===== src/rtl/wb_slot_sched.sv =====
// Writeback slot scheduler: reserves the single GPR writeback port for in-flight
// FPU ops and blocks issue on RAW, WAW or writeback-port conflicts.
module wb_slot_sched #(
  parameter int DEPTH = 4,
  parameter int CNT_W = 32
) (
  input  logic             clk,
  input  logic             rstn,
  input  logic             interlock,
  input  logic             req_valid,
  input  logic [1:0]       req_lat,
  input  logic [4:0]       req_rt,
  input  logic [4:0]       req_rs,
  input  logic [4:0]       req_rs2,
  output logic             grant,
  output logic             stall,
  output logic [1:0]       stall_cause,
  output logic             lat_err,
  output logic             wb_valid,
  output logic [4:0]       wb_rt,
  output logic [31:0]      busy_mask,
  output logic [CNT_W-1:0] stall_cnt
);

  logic [DEPTH-1:0] slot_valid;
  logic [4:0]       slot_rt [DEPTH];
  logic [DEPTH-1:0] slot_valid_nxt;
  logic [4:0]       slot_rt_nxt [DEPTH];

  logic       legal;
  logic [2:0] lat_clk;
  logic       raw_hit;
  logic       waw_hit;
  logic       port_hit;

  always_comb begin
    legal = (req_lat != 2'd3);
    case (req_lat)
      2'd0:    lat_clk = 3'd1;
      2'd1:    lat_clk = 3'd2;
      default: lat_clk = 3'd4;
    endcase
  end

  // slot[L] only exists for L < DEPTH, so the index match covers the range test too
  always_comb begin
    raw_hit   = 1'b0;
    waw_hit   = 1'b0;
    port_hit  = 1'b0;
    busy_mask = '0;
    for (int j = 0; j < DEPTH; j++) begin
      if (slot_valid[j]) begin
        busy_mask[slot_rt[j]] = 1'b1;
        if (slot_rt[j] == req_rs || slot_rt[j] == req_rs2) raw_hit = 1'b1;
        if (slot_rt[j] == req_rt) waw_hit = 1'b1;
        if (j == int'(lat_clk)) port_hit = 1'b1;
      end
    end
  end

  always_comb begin
    stall       = rstn & req_valid & legal & (raw_hit | waw_hit | port_hit);
    grant       = rstn & req_valid & legal & ~stall & ~interlock;
    stall_cause = 2'd0;
    if (stall) begin
      if (raw_hit)      stall_cause = 2'd1;
      else if (waw_hit) stall_cause = 2'd2;
      else              stall_cause = 2'd3;
    end
  end

  // shift toward slot[0], then drop the new reservation at L-1
  always_comb begin
    for (int j = 0; j < DEPTH - 1; j++) begin
      slot_valid_nxt[j] = slot_valid[j+1];
      slot_rt_nxt[j]    = slot_rt[j+1];
    end
    slot_valid_nxt[DEPTH-1] = 1'b0;
    slot_rt_nxt[DEPTH-1]    = 5'd0;
    if (grant) begin
      for (int j = 0; j < DEPTH; j++) begin
        if (j == int'(lat_clk) - 1) begin
          slot_valid_nxt[j] = 1'b1;
          slot_rt_nxt[j]    = req_rt;
        end
      end
    end
  end

  always_ff @(posedge clk or negedge rstn) begin
    if (!rstn) begin
      slot_valid <= '0;
      for (int j = 0; j < DEPTH; j++) slot_rt[j] <= 5'd0;
      stall_cnt  <= '0;
      lat_err    <= 1'b0;
    end else begin
      lat_err <= req_valid & ~legal;
      if (!interlock) begin
        slot_valid <= slot_valid_nxt;
        for (int j = 0; j < DEPTH; j++) slot_rt[j] <= slot_rt_nxt[j];
        if (req_valid && stall) stall_cnt <= stall_cnt + CNT_W'(1);
      end
    end
  end

  assign wb_valid = slot_valid[0];
  assign wb_rt    = slot_rt[0];

endmodule


===== config.mk =====
export PLATFORM = sky130hd
export DESIGN_NAME = wb_slot_sched
export DESIGN_NICKNAME = d
export VERILOG_FILES = /design/src/rtl/wb_slot_sched.sv
export SDC_FILE = /design/constraint.sdc
export NUM_CORES = 1
export LEC_CHECK = 0
export CAP_MARGIN = 40
export CORE_MARGIN = 4
export CORE_UTILIZATION = 25
export DETAILED_ROUTE_END_ITERATION = 6
export PLACE_DENSITY = 0.41
export SYNTH_ARGS = -nofsm -noshare
export SYNTH_HDL_FRONTEND = slang
export SYNTH_SLANG_ARGS = --single-unit
export TNS_END_PERCENT = 5

===== constraint.sdc =====
create_clock -name clk -period 2.95 [get_ports clk]
set_input_delay 0.59 -clock clk [delete_from_list [all_inputs] [get_ports clk]]
set_output_delay 0.59 -clock clk [all_outputs]
set_load 0.02 [all_outputs]

Yosys cells after proc, flatten, opt, wreduce, memory -nomap -nowiden
Index checks and enable logic that the tools add are counted.
- $add $sub $neg: 2
- $lt $le $gt $ge: 8
- eq/ne operators: 20
- muxes and demuxes: 50
- bitwise logic cells: 14
- reductions and logical operators: 13
- operators by type and width (cell ; count):
    32-bit 2-to-1 mux ; 4
    32-bit bitwise OR ; 3
    5-bit equality test ; 12
    1-bit 2-to-1 mux ; 33
    32-bit by 1-bit adder with 32-bit output, second input constant ; 1
    32-bit zero test ; 1
    5-bit by 6-bit less-than comparator with 1-bit output, second input constant ; 4
    1-bit demux with 5-bit select ; 4
    5-bit by 1-bit >= comparator with 1-bit output, second input constant ; 4
    20-bit 2-to-1 mux ; 1
    5-bit 2-to-1 mux ; 4
    3-bit by 4-bit equality test with 1-bit output, first input constant ; 2
    1-bit bitwise AND ; 6
    3-bit equality test, first input constant ; 2
    3-bit one-hot mux with 2 select lines ; 1
    1-bit logical AND ; 5
    2-bit by 4-bit equality test with 1-bit output, first input constant ; 1
    1-bit logical OR ; 4
    2-bit 2-to-1 mux ; 2
    4-bit 2-to-1 mux ; 1
    3-bit by 1-bit subtractor with 4-bit output, second input constant ; 1
    2-bit by 3-bit equality test with 1-bit output, first input constant ; 1
    3-bit zero test ; 1
    1-bit NOT ; 3
    other kinds (5) ; 6
- bits in registers: 57
- input bits: 21
- word-level logic and storage cells: 114

Depth between registers and ports, before layout
- depth in word-level cells: 17
- mapped depth: 10
- mapped depth without buffers: 7

Worst setup path after synthesis
No wires, ideal clock.
- path type: input-to-output
- start: input req_rt[3]
- end: output stall_cause[1]
- arrival time: 2.424 ns
- data required time: 2.360 ns
- setup slack: -0.064 ns
- cell stages on the path: 10
- path buffers: 3
- cells stage by stage: buf_2 -> xor2_1 -> nor4_1 -> and3_1 -> a31oi_1 -> o2111a_1 -> buf_6 -> buf_4 -> nor2_1 -> and2_1
- longest elaborated chain between the ends: 13
- elaborated cells between the ends (all ways): 16
- RTL lines (element ; RTL line ; text):
    from (decl) ; 12 ; input logic [4:0] req_rt,
    5-bit equality test ; 55 ; if (slot_rt[j] == req_rt) waw_hit = 1'b1;
    1-bit 2-to-1 mux ; 55 ;
    1-bit 2-to-1 mux ; 52 ; if (slot_valid[j]) begin
    1-bit 2-to-1 mux ; 55 ;
    1-bit 2-to-1 mux ; 52 ;
    1-bit 2-to-1 mux ; 55 ;
    1-bit 2-to-1 mux ; 52 ;
    1-bit 2-to-1 mux ; 55 ;
    1-bit 2-to-1 mux (*) ; 52 ;
    1-bit bitwise OR (*) (2 in series) ; 62 ; stall = rstn & req_valid & legal & (raw_hit | waw_hit | port_hit);
    1-bit bitwise AND (*) ; 62 ;
    net stall ; 16 ; output logic stall,
    2-bit 2-to-1 mux (*) ; 65 ; if (stall) begin
    to (decl) ; 17 ; output logic [1:0] stall_cause,
The timed path passes the listed nets; every way through them passes the cells marked *.

Worst setup path after layout
- start: input req_rs[3]
- end: output stall
- longest elaborated chain between the ends: 13
- elaborated cells between the ends (all ways): 19
- RTL lines (element ; RTL line ; text):
    from (decl) ; 13 ; input logic [4:0] req_rs,
    5-bit equality test ; 54 ; if (slot_rt[j] == req_rs || slot_rt[j] == req_rs2) raw_hit = 1'b1;
    1-bit logical OR ; 54 ;
    1-bit 2-to-1 mux ; 54 ;
    1-bit 2-to-1 mux ; 52 ;
    1-bit 2-to-1 mux ; 54 ;
    1-bit 2-to-1 mux ; 52 ;
    1-bit 2-to-1 mux ; 54 ;
    1-bit 2-to-1 mux ; 52 ;
    1-bit 2-to-1 mux ; 54 ;
    1-bit 2-to-1 mux (*) ; 52 ;
    1-bit bitwise OR (*) (2 in series) ; 62 ;
    1-bit bitwise AND (*) ; 62 ;
    to (decl) ; 16 ;
Every way passes the cells marked *; elsewhere a longest branch is shown, timed or not.

==> results.tsv <==
stage	metric	value	unit
cells_and_area	# fillers	1774	
cells_and_area	most frequent cells in the layout	buf_4, dfrtp_1, xnor2_1, xor2_1, clkdlybuf4s50_1	
cts	CTS tree	yes	
sta	Worst Clk Skew	0.007624	ns
critical_path	Critical Path, Cell by Cell	dlygate4sd2_1 -> xnor2_1 -> nand4_1 -> o22ai_2 -> nor4_4 -> o2111a_2 -> nor2_2 -> buf_4 -> buf_2	
critical_path	CP Data Arrival Time	2.34	ns
routing	Starting DRT DRC Count	317	
global_routing	initial antenna violation count	2	
cts	CTS Buffer Depth	2	
synthesis	Synthesized Nets	518	
cells_and_area	share of layout cells above drive strength 1	26.16	%
status	status	finished clean	
synthesis	most common flop cell mapped by yosys	dfrtp_1	
routing	WL/cell	20.29	um
synthesis	Syn Area/Cell	9.139	um2
critical_path	CP endpoint kind	output port	
critical_path	Setup crit start kind	primary input	
routing	DR vias	4517	
critical_path	max incr delay on CP	0.36	ns
power_and_ir_drop	Worst VDD drop	0.2212	mV
cts	number of CTS-inserted buffers	9	
cells_and_area	design area	6554	um2
synthesis	top post-synthesis cells by area	dfrtp_1, xnor2_1, xor2_1	
cts	CTS sink count	57	
global_routing	first-pass GRT wire length	27100	um
cts	Clock transition at path regs	0.05	ns
floorplan	IO Pins	96	
critical_path	CP max-delay cell	nor4_4	
routing	routed vias/inst	5.302	
cells_and_area	antenna fix cells	0	
synthesis	Synth area leader	dfrtp_1	
min_path	hold crit path type	primary input to asynchronous set/reset pin	
synthesis	Post-Synthesis Cells	496	
sta	final max-slew violation count	0	
global_routing	vias in the first global route	4580	
sta	Final setup viols	0	
floorplan	Initial Util	25.85	%
global_routing	total track usage	17.03	%
synthesis	Yosys cell types	46	
sta	Tcrit/Tclk final	99.42	%
synthesis	Seq/Total Area, Yosys	31.47	%
sta	top achievable clock speed	340.9	MHz
global_routing	largest net degree at the start of global routing	58	
run	Max Cap Viol	0	
cells_and_area	footprint of the multi-input gates	2913	um2
sta	RSZ-0062 raised after global routing	true	
synthesis	synth warn	0	
floorplan	die height	142.7	um
floorplan	row count	48	
cts	CTS HTree Levels	3	
synthesis	asr flop ratio synth	100.0	%
floorplan	die footprint	20350	um2
cells_and_area	Reg area	1431	um2
cells_and_area	post-layout util	37.37	%
cts	root buffer cell	clkbuf_16	
routing	First-pass DRT Iterations	5	
cells_and_area	most common cell after layout, fill and taps aside	buf_4	
synthesis	post-synth design cell area	4533	um2
synthesis	count of state elements after synthesis	57	
routing	remaining routing DRC violations	0	
cells_and_area	Layout Nets	644	
sta	worst-margin pin slew	0.7556	ns
placed_design	Port Buffers	95	
power_and_ir_drop	power density over the cells	374.6	nW/um2
synthesis	top-area cell type share of the netlist area	31.47	%
routing	post-detailed-route count of antenna-violating nets	0	
power_and_ir_drop	leak pwr	0.003197	uW
sta	final worst slack	0.01699	ns
cts	CTS Hold Buffers Added	0	
placed_design	Detail Placement HPWL	12700	um
sta	fin crit period	2.933	ns
placed_design	DP Area	6025	um2
placed_design	gp weighted congestion	0.8464	
critical_path	Worst Path Required	2.36	ns
sta	Slew HR	49.63	%
routing	WL final	17280	um
floorplan	die width	142.7	um
floorplan	core area	17540	um2
power_and_ir_drop	Tot Pwr	2455	uW
global_routing	gr ovfl total	0	
critical_path	Critical Path Fanout Max	4	
sta	Hold Vio Cnt, Final	0	
synthesis	EDFF count, synth	0	
critical_path	Setup CP Type	primary input to output port	
cts	latest clock arrival within the worst-skew pair	0.33	ns
cells_and_area	area delta synth->final	44.58	%
placed_design	Placement Setup Slack	-0.8338	ns
worst max-delay path: cells and delay by family:
family                 cells  cell delay [ns]
AO/OA/AOI/OAI              2             0.46
XOR/XNOR                   1             0.15
buffers and inverters      3             0.59
AND/OR/NAND/NOR            3             0.56
registers in the layout (all words and copies together), names as in the netlist:
signal and count:
wb_rt 5, lat_err 1, stall_cnt 32, slot_rt 15, slot_valid 4
layer usage:
layer / routed length, um / share of wire, % / global-route usage, %
met5: 21 / 0.12 / 0
met1: 7792 / 45 / 23.48
met2: 8097 / 47 / 27.08
met3: 1144 / 6.6 / 3.985
met4: 229 / 1.3 / 4.052
synthesized netlist by cell type, types with 2 or more instances:
master / count
and2_1: 2
a31oi_1: 3
nor3_1: 12
clkbuf_1: 21
mux2_2: 11
nor4_2: 10
o221ai_1: 16
a32o_1: 5
or3b_2: 3
a311o_1: 5
xnor2_1: 46
buf_6: 2
xor2_1: 45
nand3_1: 28
and3b_1: 5
nor2_1: 15
and3_1: 11
nand2_1: 37
nor4_1: 7
nand3b_1: 6
buf_4: 9
clkbuf_2: 5
inv_1: 6
a22oi_1: 16
mux2_1: 6
nor3b_1: 12
dfrtp_1: 57
a221o_1: 16
nand4_1: 18
nor2b_1: 3
buf_2: 24
o22ai_1: 20
final cells by class:
cell class	count	area share, %
Tap cell	225	4.296
Timing Repair Buffer	177	24.59
Multi-Input combinational cell	371	44.44
Inverter	6	0.4009
Sequential cell	57	21.84
Clock inverter	3	0.6109
Clock buffer	13	3.818
path summary, 6_finish.rpt:
path	slack, ns	endpoint	from	cells after the start
hold / removal	0.46	lat_err	rstn	2
setup reg to reg	0.26	stall_cnt[1]	slot_rt[11]	9
max in group asynchronous	1.95	wb_rt[3]	rstn	2
hold reg to reg	0.48	stall_cnt[31]	stall_cnt[31]	1
setup / recovery	0.02	stall	req_rs[3]	9
min in group clk	0.48	stall_cnt[31]	stall_cnt[31]	1
power breakdown:
group	total (uW)	leakage (uW)	switching (uW)	internal [uW]
clock network	1020	0.000144	348	673
logic	563	0.00228	314	249
registers	871	0.000776	56.4	814
total	2450	0.00320	718	1740
timing repair:
action | 4_1_cts | 5_1_grt
buffers inserted | 5 | 0
resized for setup | 72 | 42
setup endpoints to repair | 36 | 30
pin swaps | 10 | 1
metrics by stage:
stage,instances,TNS (ns),hold WS [ns]
2_1_floorplan,496,-0.01910,0.2944
6_report,852,0,0.4580
4_1_cts,852,-0.9350,0.4813
5_1_grt,852,-0.2613,0.5031
3_5_place_dp,831,-6.867,0.4648
3_3_place_gp,831,-4.587,0.4579
logic make-up after synthesis:
kind of cell,share of synthesized area (%)
buf+inv,7.507
xor+xnor,17.58
mux,4.444
compound gates,15.48
fa+ha+maj,0.2760
flops,31.47
simple gates,23.24
Note: power is estimated with default switching activity, not from simulation.
